[src/rtl/score_keeper.sv]
// score_keeper: BCD score, lives and high-score tracker emitting one outcome pulse per game
module score_keeper #(
  parameter int LIVES           = 3,
  parameter int COOLDOWN_CYCLES = 50_000_000
) (
  input  logic       clk,
  input  logic       rst,
  input  logic       gameStart,
  input  logic       point,
  input  logic       collision,
  output logic [7:0] score,
  output logic [7:0] highScore,
  output logic [1:0] lives,
  output logic       playing,
  output logic       newHighScore,
  output logic       died
);
  typedef enum logic [1:0] {IDLE, PLAY, COOLDOWN, GAMEOVER} state_t;
  state_t      r_state, w_state;
  logic [7:0]  r_score, r_high, w_score, w_high, w_inc;
  logic [1:0]  r_lives, w_lives;
  logic [25:0] r_cnt, w_cnt;
  logic        r_playing, r_new, r_died, w_new, w_died;
  // saturating two-digit BCD increment of the current score
  assign w_inc = (r_score == 8'h99) ? 8'h99 :
                 (r_score[3:0] == 4'd9) ? {r_score[7:4] + 4'd1, 4'd0} :
                 r_score + 8'd1;
  // next-state, scoring, lives and outcome-pulse decisions
  always_comb begin
    w_state = r_state;
    w_score = r_score;
    w_high  = r_high;
    w_lives = r_lives;
    w_cnt   = r_cnt;
    w_new   = 1'b0;
    w_died  = 1'b0;
    case (r_state)
      IDLE, GAMEOVER: if (gameStart) begin
        w_score = 8'h00;
        w_lives = 2'(LIVES);
        w_state = PLAY;
      end
      PLAY: begin
        w_score = point ? w_inc : r_score;
        if (collision && r_lives > 2'd1) begin
          w_lives = r_lives - 2'd1;
          w_cnt   = 26'(COOLDOWN_CYCLES - 1);
          w_state = COOLDOWN;
        end else if (collision) begin
          w_lives = 2'd0;
          w_state = GAMEOVER;
          w_new   = w_score > r_high;
          w_died  = !(w_score > r_high);
          w_high  = (w_score > r_high) ? w_score : r_high;
        end
      end
      COOLDOWN: begin
        w_score = point ? w_inc : r_score;
        w_cnt   = (r_cnt == 26'd0) ? r_cnt : r_cnt - 26'd1;
        w_state = (r_cnt == 26'd0) ? PLAY : COOLDOWN;
      end
      default: w_state = IDLE;
    endcase
  end
  // state and output registers, cleared asynchronously by the active-low reset
  always_ff @(posedge clk or negedge rst) begin
    if (!rst) begin
      r_state   <= IDLE;
      r_score   <= 8'h00;
      r_high    <= 8'h00;
      r_lives   <= 2'd0;
      r_cnt     <= 26'd0;
      r_playing <= 1'b0;
      r_new     <= 1'b0;
      r_died    <= 1'b0;
    end else begin
      r_state   <= w_state;
      r_score   <= w_score;
      r_high    <= w_high;
      r_lives   <= w_lives;
      r_cnt     <= w_cnt;
      r_playing <= (w_state == PLAY) || (w_state == COOLDOWN);
      r_new     <= w_new;
      r_died    <= w_died;
    end
  end
  assign score        = r_score;
  assign highScore    = r_high;
  assign lives        = r_lives;
  assign playing      = r_playing;
  assign newHighScore = r_new;
  assign died         = r_died;
endmodule

[config.mk]
export PLATFORM = sky130hd
export DESIGN_NAME = score_keeper
export DESIGN_NICKNAME = d
export VERILOG_FILES = /design/src/rtl/score_keeper.sv
export SDC_FILE = /design/constraint.sdc
export NUM_CORES = 1
export LEC_CHECK = 0
export ABC_AREA = 1
export BUFFER_PORTS_ARGS = -buffer_cell sky130_fd_sc_hd__buf_4
export CORE_MARGIN = 2
export CORE_UTILIZATION = 60
export CTS_BUF_LIST = sky130_fd_sc_hd__clkbuf_4 sky130_fd_sc_hd__clkbuf_8
export DETAILED_ROUTE_END_ITERATION = 16
export GPL_ROUTABILITY_DRIVEN = 0
export GPL_TIMING_DRIVEN = 0
export PLACE_DENSITY = 0.8
export RECOVER_POWER = 50
export SLEW_MARGIN = 20
export SYNTH_ARGS = -nofsm -noshare
export SYNTH_HDL_FRONTEND = slang
export SYNTH_SLANG_ARGS = --single-unit
[constraint.sdc]
create_clock -name clk -period 3.05 [get_ports clk]
set_input_delay 0.61 -clock clk [delete_from_list [all_inputs] [get_ports clk]]
set_output_delay 0.61 -clock clk [all_outputs]
set_load 0.01 [all_outputs]
; ---- After elaboration in Yosys (flattened, before gate mapping)
; Index checks and enable logic that the tools add are counted.
[op_classes]
addsub = 4
multipliers = 0
div = 0
n_lt_le_gt_ge = 2
n_eq_ne = 11
shifts = 0
mux = 23
bitwise = 1
n_reduce_logical = 12
[ops]
columns = cell, count
row1 = $mux W26, 2
row2 = $pmux W26 S2, 1
row3 = $mux W8, 4
row4 = $logic_not A26 Y1, 1
row5 = $sub A26 B1 Y26 const B, 1
row6 = $pmux W8 S2, 1
row7 = $mux W2, 7
row8 = $add A8 B1 Y8 const B, 1
row9 = $eq A8 B8 Y1 const B, 1
row10 = $gt A8 B8 Y1, 1
row11 = $eq A2 B2 Y1 const B, 3
row12 = $mux W1, 6
row13 = $ne A2 B2 Y1 const B, 3
row14 = $pmux W2 S3, 1
row15 = $reduce_and A3 Y1, 2
row16 = $add A4 B1 Y4 const B, 1
row17 = $eq A2 B1 Y1 const B, 2
row18 = $eq A4 B4 Y1 const B, 1
row19 = $pmux W2 S2, 1
row20 = $reduce_and A4 Y1, 1
row21 = $reduce_bool A2 Y1, 2
row22 = $reduce_or A2 Y1, 2
row23 = $ne A3 B3 Y1 const B, 1
row24 = $gt A2 B1 Y1 const B, 1
row25 = other kinds (6), 6
[totals]
ff_bits = 49
latchBits = 0
mem_bits_rw = 0
mem_bits_ro = 0
inputBits = 5
out_inout_bits = 21
word_cells = 61
n_memories = 0

; ---- Depth between registers and ports, before layout
; Gate-level depths: netlist of run 1.
[logic_depth]
ltp_word = 9
mapped_depth = 17

; ---- Worst setup path before layout of run 1
; OpenSTA, ideal clock, no wires.
[synth_timing]
kind = flip-flop to flip-flop
from = register r_score[1], in the netlist score[1]
to = register r_high[3], in the netlist highScore[3]
arrival_time_ns = 2.353
t_required_ns = 2.916
slack_ns = 0.563
path_stages_with_launch = 16
n_path_buf = 1
synth_period_minus_slack_ns = 2.487
cell_sequence = dfrtp_1 -> inv_1 -> ha_1 -> nand3_1 -> nor2_1 -> nor2_1 -> nand3_1 -> o21ai_0 -> ha_1 -> a21oi_1 -> nor2_1 -> nor3_1 -> nand2_1 -> nand3_1 -> clkbuf_1 -> o21ai_0
[synth_via]
elab_chain_len = 6
elab_cells_between_ends = 8
[synth_rtl]
columns = element, line
row1 = from (decl), 20  ; logic [7:0] r_score, r_high, w_score, w_high, w_inc;
row2 = from (signal assigned), 78  ; r_score <= w_score;
row3 = $add A8 B1 Y8 or $eq A4 B4 Y1 (tied branches), "27, 26"
row4 = $mux W8, 26  ; (r_score[3:0] == 4'd9) ? {r_score[7:4] + 4'd1, 4'd0} :
row5 = $mux W8, 25  ; assign w_inc = (r_score == 8'h99) ? 8'h99 :
row6 = $mux W8 (*), n/a
row7 = $gt A8 B8 Y1, 54  ; w_high = (w_score > r_high) ? w_score : r_high;
row8 = $reduce_and A4 Y1 (no source line), n/a
row9 = to (signal assigned), 79  ; r_high <= w_high;
row10 = to (decl), 20
; Every way passes the cells marked *; elsewhere a longest branch is shown, timed or not.
; A chain may end at the register's enable or synchronous reset.

; ---- Worst setup path after layout of run 1
[layout_timing]
from = register r_score[5], in the netlist score[5]
to = register r_high[2], in the netlist highScore[2]
[layout_via]
elab_chain_len = 6
elab_cells_between_ends = 8
[layout_rtl]
columns = element, line
row1 = $add A8 B1 Y8 or $add A4 B1 Y4 (tied branches), "27, 26"
row2 = $mux W8, 26
row3 = $mux W8, 25
row4 = $mux W8 (*), n/a
row5 = $gt A8 B8 Y1, 54
row6 = $reduce_and A4 Y1 (no source line), n/a
; Marked as above.

==> results.toml, run 1 <==
[pwr]
combinationalPowerShare_pct = 57.2
power_density_nw_per_um2 = 994
p_int_uw = 1880
ir_drop_uv = 716
power_frac_clock_pct = 11.8
power_switching_uw = 1760
switching_share_pct = 48.4
p_seq_share_pct = 31.0
leakagePower_uw = 0.00180

[grt]
grt_pass1_wl_mm = 13.2
antenna_found_initial = 0
track_usage_pct = 27.1
grt.overflow.total = 0
grt_pass1_vias = 2839
grt_start_max_net_pins = 50

[layout]
final_cells = 562
finalNetCount = 512
layout_commonest_cell = "nand2_1"
syn_to_final_growth_pct = 11.1
regArea_um2 = 1230
drive_gt1_share_pct = 14.6
most-common-layout-cells = "nand2_1, inv_1, nor2_1"
fin_area_um2 = 3650
antenna_cells = 0
multi_input_area_um2 = 1770
final_util_pct = 70.2
num-fill-cells = 442

[synthesis]
synth_cell_type_count = 33
synth_seq_cells = 49
syn_avg_cell_area_um2 = 7.18
synth_warnings = 0
synth_top_area_share_pct = 37.3
netlist.top_cell.by_area = "dfrtp_1"
syn_nets = 479
netlist_area_um2 = 3290
synthCells = 458
synth-seq-area-share_pct = 37.3
synth.area.top_cells = "dfrtp_1, nand2_1, inv_1, nor2_1, ha_1"

[place]
placed_cell_area_um2 = 3560
io_buffers = 25
pre_cts_ws_ns = 0.0119
dp_cells = 553
dp_hpwl_mm = 5.66

[timing]
setup_ws_ns = 0.270
fin_crit_ns = 2.78
tightest_slew_ns = 1.20
clock-skew-final_ns = 0.00833
hold_viol = 0
fmax_mhz = 360
drv_slew = 0
fin_tns_setup_ns = 0
final.period_utilization_pct = 91.1
max-slew-margin-rel_pct = 19.8
finalSetupViolCount = 0
rsz0062_at_grt = "no"

[die]
core.rowCount = 26
placeableCoreArea_um2 = 5200
die-height_um = 78.0
dieArea_um2 = 6090
pin_count = 26
fp.dieW_um = 78.0
start_util_pct = 63.2

[clocking]
cts_made_buffers = 5
hold_buffers = 0
clk_path_buf_depth = 2
htreeDepth = 2
path_clk_slew_ns = 0.09
clock_latency_ns = 0.31
cts_tree = "yes"
clockRootBuffer = "clkbuf_8"
clock-sinks = 49

[routing]
drt-wirelength-per-cell_um = 13.4
ant_nets = 0
vias_per_cell = 5.42
wl_mm = 7.55
drt-initial-drc-count = 235
num_vias = 3045
first_pass_iters = 5
drc = 0

[hold_path]
hp-class = "register to register"

[setup_path]
required_ns = 3.24
path_class = "register to register"
crit_fanout = 10
start_kind = "register"
worstSetupEndpointType = "register"
worstPathArrival_ns = 2.97

[outcome]
status = "finished clean"

[flow_run]
maxCapViolCount = 0
[power groups by stage]
| stage | registers (µW) | logic [µW] | clock network, µW |
|---|---|---|---|
| final | 1130 | 2080 | 427 |
| after global routing | 1170 | 2360 | 457 |
| after CTS | 1130 | 2080 | 434 |
| after detailed placement | 1140 | 2070 | 0 |
| after global placement | 1130 | 2000 | 0 |
| after floorplan | 1130 | 1510 | 0 |
[stage by stage]
| step | hold slack [ns] | total power (µW) |
|---|---|---|
| floorplan | 0.314 | 2640 |
| global placement | 0.493 | 3130 |
| detailed placement | 0.496 | 3210 |
| CTS | 0.341 | 3640 |
| global route | 0.566 | 3980 |
| finish | 0.515 | 3630 |
[path summary, 6_finish.rpt]
path                               from      endpoint  slack (ns)  depth (start not counted)
max                            score[5]  highScore[2]        0.27                         15
min                        highScore[7]  highScore[7]        0.51                          2
max reg2reg                    score[5]  highScore[2]        0.27                         15
min reg2reg                highScore[7]  highScore[7]        0.51                          2
max in group asynchronous           rst      score[0]        1.70                          1
min in group asynchronous           rst  highScore[3]        0.53                          1
[worst max-delay path, stage by stage, from the launching register on]
cell	delay, ns
dfrtp_1	0.45
inv_1	0.10
ha_1	0.22
nand3_1	0.09
nor2_1	0.05
nor2_1	0.19
nand3_1	0.10
o21ai_0	0.20
ha_1	0.34
a21oi_1	0.13
nor2_1	0.05
nor3_1	0.16
nand2_1	0.12
nand3_2	0.14
clkbuf_4	0.22
o21ai_0	0.09
[kinds of logic after synthesis]
| kind of cell | synth area share (%) |
|---|---|
| AND/OR/NAND/NOR | 32.4 |
| buffers and inverters | 9.51 |
| AO/OA/AOI/OAI | 11.5 |
| flip-flops | 37.3 |
| adder cells (fa/ha/maj) | 6.09 |
| XOR/XNOR | 3.20 |
[timing repair]
action,in CTS,in global routing
setup buffers,0,1
endpoints found under the setup margin,3,8
hold endpoints to repair,0,0
resized for setup,1,8
[layer usage]
layer	vias to the layer above	GRT usage, %	routed length, µm
li1	1523	-	-
met3	12	4.60	480
met4	0	7.72	114
met5	-	0	0
met1	1402	39.4	3540
met2	108	41.8	3410
[layout make-up]
cell class	count	share of cell area [%]
inverters	61	6.26
plain buffers	10	2.40
well taps	70	2.40
multi-input cells	338	48.3
repair buffers	26	4.25
flip-flops and latches	49	33.6
clock inverters	1	0.137
clock buffers	7	2.64
[registers in the layout, indices dropped and copies added, names as in the netlist]
register / flops
lives: 2
r_cnt: 26
r_state: 2
playing: 1
died: 1
score: 8
newHighScore: 1
highScore: 8
[Yosys cell counts (all sizes together)]
library cell  count
nand4             9
dfrtp            49
ha               16
buf               7
nor3              2
o22ai             6
o21bai            1
a21oi             7
clkbuf            3
o21ai            49
nand2           132
nand3b            1
xnor2             3
o21a              1
xor2              9
or2               1
a21boi            1
nor2             63
inv              61
nand3            37
No activity file was read; power rests on OpenSTA's default activity.
==> run 2, diff against run 1 <==
- clock period: 3.05 -> 2.9 ns (I/O delays scaled with it)
==> run 2 against run 1 <==
Worst setup slack got worse by 0.054 ns. Non-clock buffer count unchanged. First-iteration DRC count is 11% higher. Clock skew increased by 0.0019 ns. Via count is 0.59% lower. Critical path depth shrank 1. Core utilization rose by 0.14 points. Largest cell class unchanged. Sequential power rose by 5%. Worst hold slack worse by 0.010 ns. Flip-flop and latch count stayed put. Sequential share of layout area is essentially flat.
==> results.toml, run 2 (same netlist as run 1, synthesis figures left out) <==
[layout]
finalNetCount = 512
num-fill-cells = 439
top_register = "r_cnt"
most-common-layout-cells = "nand2_1, inv_1, nor2_1"
drive_gt1_share_pct = 15.2
final_util_pct = 70.4
antenna_cells = 0
layout_commonest_cell = "nand2_1"
largest_reg_flops = 26
syn_to_final_growth_pct = 11.3

[timing]
rsz0062_at_grt = "no"
finalSetupViolCount = 0
clock-skew-final_ns = 0.0103
drv_slew = 0
max-slew-margin-rel_pct = 19.6
final.period_utilization_pct = 92.6
hold_viol = 0
fin_crit_ns = 2.68
fin_tns_setup_ns = 0
tightest_slew_ns = 1.21
fmax_mhz = 373

[routing]
wl_met1_mm = 3.54
drt-wirelength-per-cell_um = 13.4
drc = 0
wl_met3_um = 463
first_pass_iters = 5
drt-initial-drc-count = 260
wl_met2_mm = 3.46
wl_mm = 7.55
dr.max_layer_used = "met4"
vias_per_cell = 5.39
num_vias = 3027
ant_nets = 0

[clocking]
htreeDepth = 2
clock-sinks = 49
clockRootBuffer = "clkbuf_8"
clk_path_buf_depth = 2
cts_tree = "yes"
hold_buffers = 0
path_clk_slew_ns = 0.09
clock_latency_ns = 0.31
cts_made_buffers = 5

[die]
start_util_pct = 63.2
pin_count = 26
die-height_um = 78.0
core.rowCount = 26
dieArea_um2 = 6090
placeableCoreArea_um2 = 5200
fp.dieW_um = 78.0

[setup_path]
crit_family = "simple AND/OR/NAND/NOR gates"
start_kind = "register"
path_cells = "ha_1, nand3_2, nor2_1, nor2_2, nand3_1, o21ai_1, ha_1, a21oi_1, nor2_1, nor3_1, nand2_1, nand3_2, clkbuf_4, o21ai_0"
crit_fanout = 10
path_class = "register to register"
worstPathArrival_ns = 2.87
required_ns = 3.09
crit_path_top_delay_cell = "dfrtp_2"
critical_path.max_stage_delay_ns = 0.47
worstSetupEndpointType = "register"
timing.critical_path.buf_inv = 1

[grt]
antenna_found_initial = 0
grt_pass1_vias = 2839
grt.overflow.total = 0
track_usage_pct = 27.1
grt_pass1_wl_mm = 13.2
grt_start_max_net_pins = 50

[place]
io_buffers = 25
dp_hpwl_mm = 5.66

[pwr]
power_density_nw_per_um2 = 1040
ir_drop_uv = 752
leakagePower_uw = 0.00180

[hold_path]
hp-class = "input pin to async pin"

[outcome]
status = "finished clean"

[flow_run]
maxCapViolCount = 0
[run 2: final timing paths]
path / slack (ns) / start / cells after the start / end
worst max-delay path: 0.22 / score[0] / 14 / highScore[2]
worst min-delay path: 0.50 / rst / 1 / highScore[6]
worst max register to register: 0.22 / score[0] / 14 / highScore[2]
worst min register to register: 0.51 / highScore[4] / 2 / highScore[4]
max in group asynchronous: 1.58 / rst / 1 / score[5]
min in group clk: 0.51 / highScore[4] / 2 / highScore[4]
[run 2: timing repair]
item / CTS / global route
setup buffers: 0 / 1
endpoints found under the setup margin: 8 / 8
resized for setup: 3 / 9
hold endpoints to repair: 0 / 0
[run 2: cell type report]
type | count | area, µm² | share of cell area (%)
clock buffers | 7 | 96.3 | 2.63
flip-flops and latches | 49 | 1230 | 33.5
well taps | 70 | 87.6 | 2.39
plain buffers | 10 | 87.6 | 2.39
repair buffers | 26 | 155 | 4.24
multi-input cells | 338 | 1770 | 48.4
clock inverters | 1 | 5.00 | 0.137
inverters | 61 | 229 | 6.25
[run 2: worst reg2reg max path, stage by stage (launching register included)]
cell and delay, ns:
dfrtp_2 0.47, ha_1 0.24, nand3_2 0.13, nor2_1 0.08, nor2_2 0.14, nand3_1 0.09
o21ai_1 0.19, ha_1 0.31, a21oi_1 0.13, nor2_1 0.05, nor3_1 0.16, nand2_1 0.12
nand3_2 0.14, clkbuf_4 0.22, o21ai_0 0.09
[run 2: power breakdown]
part | switching (µW) | internal (µW) | leakage [µW] | total, µW
combinational | 1370 | 812 | 0.00112 | 2180
sequential | 242 | 945 | 0.000617 | 1190
clock | 231 | 216 | 0.0000542 | 447
total | 1840 | 1970 | 0.00180 | 3810
[run 2: per-stage QoR]
step / hold WS [ns] / instances / setup WS [ns] / total power [µW] / area (µm²)
after global placement: 0.493 / 553 / -0.0708 / 3290 / 3560
after detailed placement: 0.496 / 553 / -0.138 / 3370 / 3560
after floorplan: 0.284 / 458 / 0.413 / 2780 / 3290
final: 0.504 / 562 / 0.216 / 3810 / 3660
after CTS: 0.311 / 561 / 0.0865 / 3840 / 3670
after global routing: 0.566 / 562 / 0.0393 / 4190 / 3660
[run 2: per-layer routing]
layer | global-route usage [%] | vias up
met1 | 39.4 | 1408
met2 | 41.8 | 89
met4 | 7.72 | 0
met5 | 0 | -
li1 | - | 1522
met3 | 4.60 | 8
